### config.mk
export PLATFORM = sky130hd
export DESIGN_NAME = pc_gen_unit
export DESIGN_NICKNAME = d
export VERILOG_FILES = /design/src/rtl/riscv_pkg.sv /design/src/rtl/pc_target_calc.sv /design/src/rtl/pc_gen_unit.sv
export SDC_FILE = /design/constraint.sdc
export NUM_CORES = 1
export LEC_CHECK = 0
export ABC_AREA = 1
export BUFFER_PORTS_ARGS = -buffer_cell sky130_fd_sc_hd__clkbuf_2
export CAP_MARGIN = 20
export CORE_MARGIN = 4
export CORE_UTILIZATION = 53
export DETAILED_ROUTE_END_ITERATION = 6
export PLACE_DENSITY_LB_ADDON = 0.12
export SYNTH_ARGS = -nofsm -noshare
export SYNTH_HDL_FRONTEND = slang
export SYNTH_SLANG_ARGS = --single-unit
### constraint.sdc
create_clock -name clk_in -period 2 [get_ports clk_in]
set_clock_uncertainty 0.1 [all_clocks]
set_input_delay 0.1 -clock clk_in [delete_from_list [all_inputs] [get_ports clk_in]]
set_output_delay 0.1 -clock clk_in [all_outputs]
set_load 0.02 [all_outputs]
### src/rtl/riscv_pkg.sv
// Shared RV32I definitions: opcode[6:2] constants, PC-generator FSM encoding
// and the default boot address.
package riscv_pkg;

    localparam logic [4:0] OP_BRANCH = 5'b11000;
    localparam logic [4:0] OP_JAL    = 5'b11011;
    localparam logic [4:0] OP_JALR   = 5'b11001;

    localparam logic [31:0] DEFAULT_BOOT_ADDR = 32'h0000_0000;

    typedef enum logic [1:0] {
        PCG_BOOT  = 2'd0,
        PCG_RUN   = 2'd1,
        PCG_FLUSH = 2'd2
    } pcg_state_e;

endpackage

### src/rtl/pc_target_calc.sv
// Combinational jump/branch target calculation, redirect request decode and
// misaligned-target detection for the instruction currently in execute.
module pc_target_calc
    import riscv_pkg::*;
(
    input  logic        branch_taken_in,
    input  logic [4:0]  opcode_6_to_2_in,
    input  logic [31:0] ex_pc_in,
    input  logic [31:0] imm_in,
    input  logic [31:0] rs1_in,
    output logic [31:0] target_out,
    output logic        redirect_out,
    output logic        misaligned_out
);

    logic is_jalr;

    // The branch unit never flags JALR, so it is decoded here.
    assign is_jalr        = (opcode_6_to_2_in == OP_JALR);
    assign target_out     = is_jalr ? ((rs1_in + imm_in) & ~32'h1) : (ex_pc_in + imm_in);
    assign redirect_out   = branch_taken_in | is_jalr;
    assign misaligned_out = redirect_out & (target_out[1:0] != 2'b00);

endmodule

### src/rtl/pc_gen_unit.sv
// Fetch PC generator: holds the architectural fetch PC, applies trap/MRET/
// branch/JALR redirects by priority and pulses flush after every redirect.
module pc_gen_unit
    import riscv_pkg::*;
#(
    parameter logic [31:0] BOOT_ADDR = DEFAULT_BOOT_ADDR
) (
    input  logic        clk_in,
    input  logic        rst_in,
    input  logic        stall_in,
    input  logic        branch_taken_in,
    input  logic [4:0]  opcode_6_to_2_in,
    input  logic [31:0] ex_pc_in,
    input  logic [31:0] imm_in,
    input  logic [31:0] rs1_in,
    input  logic        trap_taken_in,
    input  logic [31:0] trap_vector_in,
    input  logic        mret_in,
    input  logic [31:0] epc_in,
    output logic [31:0] pc_out,
    output logic [31:0] pc_plus_4_out,
    output logic [31:0] i_addr_out,
    output logic        flush_out,
    output logic        misaligned_out,
    output logic [31:0] misaligned_addr_out,
    output logic [1:0]  state_out
);

    pcg_state_e  state_q, state_d;
    logic [31:0] pc_q, pc_d;
    logic        mis_q, mis_d;
    logic [31:0] maddr_q, maddr_d;

    logic [31:0] target;
    logic        redirect;
    logic        target_misaligned;

    pc_target_calc u_target (
        .branch_taken_in  (branch_taken_in),
        .opcode_6_to_2_in (opcode_6_to_2_in),
        .ex_pc_in         (ex_pc_in),
        .imm_in           (imm_in),
        .rs1_in           (rs1_in),
        .target_out       (target),
        .redirect_out     (redirect),
        .misaligned_out   (target_misaligned)
    );

    always_ff @(posedge clk_in or negedge rst_in) begin
        if (!rst_in) begin
            state_q <= PCG_BOOT;
            pc_q    <= BOOT_ADDR;
            mis_q   <= 1'b0;
            maddr_q <= 32'h0;
        end else begin
            state_q <= state_d;
            pc_q    <= pc_d;
            mis_q   <= mis_d;
            maddr_q <= maddr_d;
        end
    end

    // Trap and MRET override a stall; BOOT refetches BOOT_ADDR because the
    // fetch issued during reset is killed by the BOOT flush.
    always_comb begin
        state_d = state_q;
        pc_d    = pc_q;
        mis_d   = 1'b0;
        maddr_d = maddr_q;
        if (trap_taken_in) begin
            pc_d    = trap_vector_in;
            state_d = PCG_FLUSH;
        end else if (mret_in) begin
            pc_d    = epc_in;
            state_d = PCG_FLUSH;
        end else if (stall_in) begin
            state_d = state_q;
        end else if (state_q == PCG_BOOT) begin
            pc_d    = BOOT_ADDR;
            state_d = PCG_RUN;
        end else if (redirect && target_misaligned) begin
            pc_d    = pc_q + 32'd4;
            mis_d   = 1'b1;
            maddr_d = target;
            state_d = PCG_RUN;
        end else if (redirect) begin
            pc_d    = target;
            state_d = PCG_FLUSH;
        end else begin
            pc_d    = pc_q + 32'd4;
            state_d = PCG_RUN;
        end
    end

    assign pc_out              = pc_q;
    assign i_addr_out          = pc_q;
    assign pc_plus_4_out       = pc_q + 32'd4;
    assign flush_out           = (state_q != PCG_RUN);
    assign misaligned_out      = mis_q;
    assign misaligned_addr_out = maddr_q;
    assign state_out           = state_q;

endmodule

# Yosys cells after proc, flatten, opt, wreduce, memory -nomap -nowiden
# Index checks and enable logic that the tools add are counted.
# word_totals
in_bits,171
word_cells,38
register_bits,67
# op_classes
n_mux,18
n_reduce_logical,4
bitwise,6
eq_ne,3
add_sub_neg,3
# ops
op,n
32-bit 2-to-1 mux,7
32-bit adder,2
"32-bit by 3-bit adder with 32-bit output, second input constant",1
2-bit 2-to-1 mux,6
"5-bit == test, second input constant",1
1-bit 2-to-1 mux,5
5-bit AND reduction,1
1-bit NOT,4
"3-bit by 1-bit != test with 1-bit output, second input constant",1
2-bit logical NOT,1
"2-bit by 1-bit != test with 1-bit output, second input constant",1
2-bit nonzero test,1
1-bit AND,1
1-bit logical AND,1
1-bit bitwise OR,1

# Logic depth before layout (Yosys ltp)
# Gate-level depths: netlist of run 1.
# logic_depth
depth_word,10
depth_mapped,15
ltp_nobuf,15

# Cells and area by module
# Synthesis of run 1 repeated with hierarchy kept, for this count alone.
# unflattened
cells_unflattened,1843
hier_area_um2,9967.1
# by_module_without_submodules
module,area_each_um2,n_inst,seq_area_each_um2,cells_each
pc_target_calc,5102.4,1,0.0,1091
pc_gen_unit,4864.7,1,1676.6,752

# Worst setup path before layout of run 1
# OpenSTA, ideal clock, no wires.
# synth_timing
path_kind,register to register
start,"register pc_q[2], in the netlist i_addr_out[2]"
end,"register pc_q[19], in the netlist i_addr_out[19]"
setup_slack_ns,-0.101
period_less_slack_ns,2.101
stages_incl_launch_ff,10
setup_time_ns,0.122
t_arrival_ns,1.879
required_time_ns,1.778
path_buffers,0
path_cell_list,dfrtp_1 > inv_1 > nor3_2 > nand2_2 > nor2_2 > nand3_1 > xor2_1 > clkinv_1 > a21oi_1 > a21oi_1
# synth_via
elab_chain_len,7
# synth_lines
item,line,source
start: declaration,pc_gen_unit.sv:30,"logic [31:0] pc_q, pc_d;"
start signal: assignment,pc_gen_unit.sv:57,pc_q <= pc_d;
32-bit by 3-bit adder with 32-bit output *,n/a,
via pc_plus_4_out[19],pc_gen_unit.sv:21,"output logic [31:0] pc_plus_4_out,"
32-bit 2-to-1 mux,pc_gen_unit.sv:86,end else if (redirect) begin
32-bit 2-to-1 mux *,pc_gen_unit.sv:81,end else if (redirect && target_misaligned) begin
32-bit 2-to-1 mux *,pc_gen_unit.sv:78,end else if (state_q == PCG_BOOT) begin
32-bit 2-to-1 mux *,pc_gen_unit.sv:76,end else if (stall_in) begin
32-bit 2-to-1 mux *,pc_gen_unit.sv:73,end else if (mret_in) begin
32-bit 2-to-1 mux *,pc_gen_unit.sv:70,if (trap_taken_in) begin
# Mark *: on every way through the listed nets, which the timed path passes. The rest lies on a longest branch. The select of a mux whose other input is x is not followed.
# A chain may end at the register's enable or synchronous reset.

# Final worst setup path of run 1
# layout_timing
start,"register pc_q[3], in the netlist i_addr_out[3]"
end,output port pc_plus_4_out[8]
# layout_via
elab_chain_len,1
# layout_lines
item,line,source
32-bit by 3-bit adder with 32-bit output,pc_gen_unit.sv:97,assign pc_plus_4_out = pc_q + 32'd4;
end: declaration,pc_gen_unit.sv:21,
# Every way passes these cells.

==> impl_metrics.tcl, run 1 <==
set metrics [dict create \
    status "finished, violations left" \
    violations "setup timing" \
    htreeDepth 3 \
    leakagePower_uw 0.00815 \
    cts.sinks 67 \
    dieWidth_um 141 \
    cp_common_cell "buf_8" \
    critical_path_buf_inv_count 4 \
    drc 0 \
    rows 48 \
    initial_core_util_pct 54.0 \
    dieHeight_um 141 \
    cp.depth 8 \
    synth-compound-area-share_pct 11.5 \
    grt_max_degree 33 \
    overflow 0 \
    synth_flop_cell "dfrtp_1" \
    path_max_fanout 5 \
    final_area_sq_um 13500 \
    setup_viol 42 \
    yosys_warnings 0 \
    fmax_ghz 0.436 \
    grt_usage_pct 37.6 \
    required_ns 1.80 \
    async_flop_share_pct 100 \
    vias 13300 \
    p_seq_share_pct 23.2 \
    dp_cells 2275 \
    n_antenna_cell 0 \
    synthAdderAreaFrac_pct 8.74 \
    muxShareOfSynthArea_pct 0 \
    slowest_delay_ns 0.42 \
    slew_viol_final 0 \
    r2r_cells 11 \
    avgSynthCellArea_sq_um 5.65 \
    cts_max_path_buffers 2 \
    fin_nets 2348 \
    period_share_pct 115 \
    grt_pass1_wl_mm 60.1 \
    p_comb_share_pct 56.2 \
    syn_to_final_growth_pct 44.8 \
    ant_nets 0 \
    ys_seq_elements 67 \
    end_kind "primary output" \
    synth_nets 1888 \
    placed_area_sq_um 12000 \
    dieArea_sq_um 19800 \
    worstHoldPathCells 3 \
    wl_per_cell_um 18.9 \
    power.share.clock_pct 20.6 \
    antenna_found_initial 1 \
    layout_min_cycle_time_ns 2.29 \
    clk_latency_ns 0.34 \
    grt_pass1_vias 11900 \
    place_ws_ns -0.209 \
    finalNonFillerCells 2343 \
    synth_top_family_by_area "simple AND/OR/NAND/NOR gates" \
    wirelength_mm 44.3 \
    clkTransAtPathRegs_ns 0.06 \
    ys_seq_area_share_pct 18.0 \
    coreArea_sq_um 17300 \
    syn_area_sq_um 9340 \
    drive_gt1_share_pct 30.7 \
    synthCells 1653 \
    ir_drop_uv 495 \
    synthXorXnorAreaFrac_pct 3.19 \
    p_switching_uw 3920 \
    p_per_area_nw_per_um2 626 \
    rsz0062_at_grt "true" \
    swShare_pct 46.4 \
    first_pass_iters 7 \
    io_buffers 302 \
    maxSlewHeadroom_pct 53.3 \
    via_per_inst 5.68 \
    worstMarginPinSlew_ns 0.700 \
    num-fill-cells 1262 \
    intPower_uw 4540 \
    synth-edff-count 0 \
    gp_congestion 1.01 \
    worst_ep_arrival_time_ns 2.09 \
    synth_cell_types 47 \
    root_buffer "clkbuf_16" \
    crit_family "buffers and inverters" \
    worstPathCellList "buf_6, ha_4, nand3_4, buf_8, nor2_4, buf_12, xor2_4, buf_8" \
    worstSetupPathType "flop to primary output" \
    hold_class "input port to flop" \
    slowest_stage "dfrtp_1" \
    cts_buffers 9 \
    cts_tree "yes" \
    drv_cap 0 \
    hold_viol_final 0 \
    pin_count 303 \
    yosys.area_share.simple_pct 41.8 \
    critPathLaunchType "flop" \
    dpl.hpwl_mm 32.0 \
    drt_iter0_drc 1620 \
    timing.final.ws_setup_ns -0.294 \
]
## final timing paths
check / start / to / slack [ns]
setup / recovery: i_addr_out[3] / pc_plus_4_out[8] / -0.29
hold / removal: stall_in / state_out[0] / 0.02
setup reg to reg: i_addr_out[3] / i_addr_out[24] / -0.19
hold reg to reg: misaligned_addr_out[20] / misaligned_addr_out[20] / 0.38
max in group asynchronous: rst_in / i_addr_out[19] / 0.94
min in group asynchronous: rst_in / state_out[1] / 0.25
## cell families (layout without fill, tap and decap cells)
family          after synthesis  count (layout)
compound gates              177             177
flops                        67              67
xor+xnor                     34              34
fa+ha+maj                    64              64
buf+inv                     375             840
simple gates                936             936
## synthesized netlist by cell type, types with 5 or more instances
cell type / n / area [sq um]
a21oi_1: 91 / 455
a221o_1: 14 / 140
a221oi_1: 14 / 123
a31oi_1: 5 / 31.3
and2_1: 6 / 37.5
buf_2: 8 / 40.0
buf_4: 35 / 263
clkbuf_1: 18 / 67.6
dfrtp_1: 67 / 1680
ha_1: 62 / 776
inv_1: 306 / 1150
nand2_1: 579 / 2170
nand3_1: 158 / 791
nand4_1: 9 / 56.3
nor2_1: 133 / 499
nor3_1: 25 / 125
o21ai_0: 30 / 150
o21bai_1: 7 / 52.6
xnor2_1: 12 / 105
xor2_1: 22 / 193
## power by group through the flow
stage / sequential [uW] / clock [uW] / combinational [uW]
final: 1960 / 1740 / 4760
after floorplan: 2260 / 0 / 2070
after detailed placement: 1930 / 0 / 4060
after global routing: 1970 / 1770 / 5090
after global placement: 1920 / 0 / 3980
after CTS: 1910 / 1700 / 4240
## placed cells by master, fill, tap and decap left out, types with 8 or more instances in the layout
cell / instances
nand2_1: 556
inv_1: 293
clkbuf_2: 280
buf_4: 184
nand3_1: 150
nor2_1: 119
a21oi_1: 84
ha_1: 61
dfrtp_1: 59
buf_6: 24
o21ai_0: 23
nand2_2: 17
inv_2: 15
xor2_1: 14
a221o_1: 14
a221oi_1: 14
nand2_4: 11
nor3_4: 11
nor3_1: 10
xnor2_1: 10
nand4_1: 9
nor2_2: 9
nor2_4: 9
clkbuf_16: 9
buf_12: 9
a21oi_2: 8
dfrtp_2: 8
## stage by stage
stage | power (uW) | utilization (%) | hold WS, ns | setup TNS [ns]
global placement | 5900 | 69.5 | 0.0413 | -1.98
finish | 8460 | 78.1 | 0.0235 | -5.97
floorplan | 4340 | - | -0.296 | 0
CTS | 7860 | 74.2 | 0.0178 | -1.52
global route | 8840 | 78.1 | 0.0429 | -7.84
detailed placement | 5990 | 69.5 | 0.0604 | -5.28
## registers in the layout, indices dropped and copies added, names as in the netlist
register	cells
misaligned_addr_out	32
state_out	2
misaligned_out	1
i_addr_out	32
## routing by layer
| metal | vias up | part of all wire (%) | global-route usage, % |
|---|---|---|---|
| met2 | 1040 | 46 | 65.2 |
| met5 | - | 0.038 | 0 |
| met3 | 284 | 12 | 5.02 |
| met1 | 5895 | 36 | 46.4 |
| li1 | 6082 | - | - |
| met4 | 2 | 6.8 | 17.4 |
## worst min-delay path, stage by stage
cell	delay (ns)
clkbuf_2	0.09
o31ai_1	0.09
nor2_1	0.14
## area by class of cell
class	count	area [sq um]	area share (%)
clock inverters	6	90.1	0.666
inverters	311	1180	8.71
flip-flops and latches	67	1690	12.5
clock buffers	10	229	1.69
repair buffers	513	3420	25.3
well taps	225	282	2.08
multi-input cells	1211	6640	49.1
## repair_timing
item,in CTS,in global routing
resized for setup,67,153
hold endpoints to repair,26,0
pin swaps,16,37
setup endpoints to repair,24,51
buffers inserted,19,32
hold buffers,8,0
Note: power is estimated with default switching activity, not from simulation.
==> inputs of run 2 (changes only) <==
Settings changed: CORE_UTILIZATION 53 to 54, CTS_BUF_LIST set to sky130_fd_sc_hd__clkbuf_4.
==> run 2 against run 1 <==
Against the previous run: the run ends with DRC, hold timing, setup timing left; critical path depth grew 1; sequential power is essentially flat; critical endpoint is now pc_plus_4_out[16]; sequential share of layout area grew 0.20 points; flip-flop and latch count is the same; largest power group unchanged; non-clock buffer count shrank 7; global-route usage grew 1.6 points.
==> impl_metrics.tcl, run 2 (synthesized netlist as in run 1, its figures left out) <==
set metrics [dict create \
    maxSlewHeadroom_pct 59.0 \
    drc 2 \
    worst_ep_arrival_time_ns 2.22 \
    cts_max_path_buffers 2 \
    seq_area_sq_um 1690 \
    vias 13400 \
    leakagePower_uw 0.00796 \
    critPathLaunch "i_addr_out[3]" \
    p_comb_share_pct 60.4 \
    coreArea_sq_um 16800 \
    drive_gt1_share_pct 28.7 \
    p_seq_share_pct 25.4 \
    status "finished, violations left" \
    ir_drop_uv 542 \
    pin_count 303 \
    dieWidth_um 140 \
    io_buffers 302 \
    setup_viol 43 \
    timing.final.ws_setup_ns -0.418 \
    total_power_uw 7770 \
    layout_common_cells "nand2_1 (563), inv_1 (289), clkbuf_2 (277), nand3_1 (153), buf_4 (150)" \
    worst_r2r_startpoint "i_addr_out[3]" \
    grt_usage_pct 39.2 \
    placed_area_sq_um 11800 \
    dieHeight_um 140 \
    clkTransAtPathRegs_ns 0.15 \
    dieArea_sq_um 19500 \
    slowest_stage "dfrtp_2" \
    swShare_pct 49.3 \
    fin_hold_ws_ns -0.0291 \
    reg2reg_setup_slack_ns -0.17 \
    place_ws_ns -0.280 \
    required_ns 1.80 \
    violations "DRC, hold timing, setup timing" \
    slew_viol_final 0 \
    grt_max_degree 68 \
    fmax_ghz 0.414 \
    worstSetupPathType "flop to primary output" \
    first_pass_iters 7 \
    dp_cells 2242 \
    final_area_sq_um 13300 \
    r2r_cells 11 \
    finalNonFillerCells 2332 \
    cts_tree "yes" \
    wl_per_cell_um 19.0 \
    root_buffer "clkbuf_4" \
    intPower_uw 3940 \
    grt_pass1_wl_mm 62.0 \
    worstPathCellList "buf_4, ha_4, nand3_4, inv_4, nand4_1, o21ai_1, o21ai_2, inv_1, buf_6" \
    holdPathEnd "i_addr_out[6]" \
    drt_iter0_drc 1681 \
    gp_congestion 1.01 \
    initial_core_util_pct 55.7 \
    cts_buffers 9 \
    via_per_inst 5.76 \
    p_switching_uw 3830 \
    syn_to_final_growth_pct 42.5 \
    min_from "trap_vector_in[6]" \
    num-fill-cells 1213 \
    cts.sinks 67 \
    multi_input_area_sq_um 6570 \
    overflow 0 \
    rows 47 \
    r2r_end "i_addr_out[16]" \
    wirelength_mm 44.4 \
    rsz0062_at_grt "true" \
    worstHoldPathCells 5 \
    power.share.clock_pct 14.3 \
    worstMarginPinSlew_ns 0.615 \
    grt_pass1_vias 12200 \
    critPathLaunchType "flop" \
    drv_cap 0 \
    path_max_fanout 3 \
    ant_nets 0 \
    p_per_area_nw_per_um2 584 \
    period_share_pct 121 \
    layout_min_cycle_time_ns 2.42 \
    fin_nets 2341 \
    slowest_delay_ns 0.44 \
    htreeDepth 3 \
    antenna_found_initial 1 \
    end_kind "primary output" \
    clk_latency_ns 0.48 \
    final_common_cell "nand2_1" \
    hold_viol_final 2 \
    dpl.hpwl_mm 31.2 \
    hold_class "input port to flop" \
]
==> run 2: cell types whose count changed in the layout (fill, tap and decap cells not counted), sizes merged <==
cell / before / now
dlygate4sd3: 7 / 37
clkinv: 3 / 2
diode: 0 / 1
clkinvlp: 1 / 3
inv: 311 / 310
clkbuf: 292 / 293
buf: 224 / 186
==> run 2: what timing repair did <==
| item | 4_1_cts | 5_1_grt |
|---|---|---|
| endpoints found under the setup margin | 29 | 48 |
| pin swaps | 15 | 44 |
| gates resized for setup | 72 | 128 |
| setup buffers | 15 | 25 |
| hold buffers | 37 | 1 |
| hold endpoints to repair | 88 | 1 |
==> run 2: final cells by class <==
class                           instances  share of cell area, %
Clock buffer                           10                  0.564
Clock inverter                          6                  0.668
Sequential cell                        67                   12.7
Inverter                              311                   8.89
Tap cell                              220                   2.07
Multi-Input combinational cell       1211                   49.4
Antenna cell                            1                 0.0188
Timing Repair Buffer                  506                   25.7
==> run 2: routing by layer <==
layer	wire length [um]	up-vias	global-route usage [%]
li1	-	6074	-
met1	15700	5987	47.7
met2	20400	1042	69.1
met3	5080	333	5.32
met4	3210	0	17.5
met5	0	-	0
==> run 2: how the worst max path moves through the flow <==
stage	to	slack [ns]	depth (start not counted)
after global placement	i_addr_out[15]	-0.20	13
after floorplan	i_addr_out[26]	0.02	9
after CTS	pc_plus_4_out[27]	-0.23	9
after global routing	pc_plus_4_out[27]	-0.52	9
final	pc_plus_4_out[16]	-0.42	9
after detailed placement	i_addr_out[15]	-0.28	13
==> run 2: worst max-delay path: cells and delay by family, from the launching register on <==
kind,cells,cell delay [ns]
and+or+nand+nor,2,0.33
DFF,1,0.44
buffers and inverters,4,0.43
adders and majority gates,1,0.16
AOI/OAI and AO/OA,2,0.40
==> run 2: power by group through the flow <==
stage	clock network, uW	logic (uW)	registers (uW)
after CTS	1060	4200	1910
after global placement	0	3900	1930
after floorplan	0	2070	2260
final	1110	4690	1970
after global routing	1140	5000	1970
after detailed placement	0	3980	1940
==> run 2: through the flow <==
step	util, %	setup TNS [ns]	hold slack, ns
2_1_floorplan	-	0	-0.296
3_3_place_gp	70.4	-2.00	0.0410
3_5_place_dp	70.4	-4.70	0.0504
4_1_cts	75.8	-3.52	0.000380
5_1_grt	79.4	-9.61	0.0144
6_report	79.4	-8.69	-0.0291
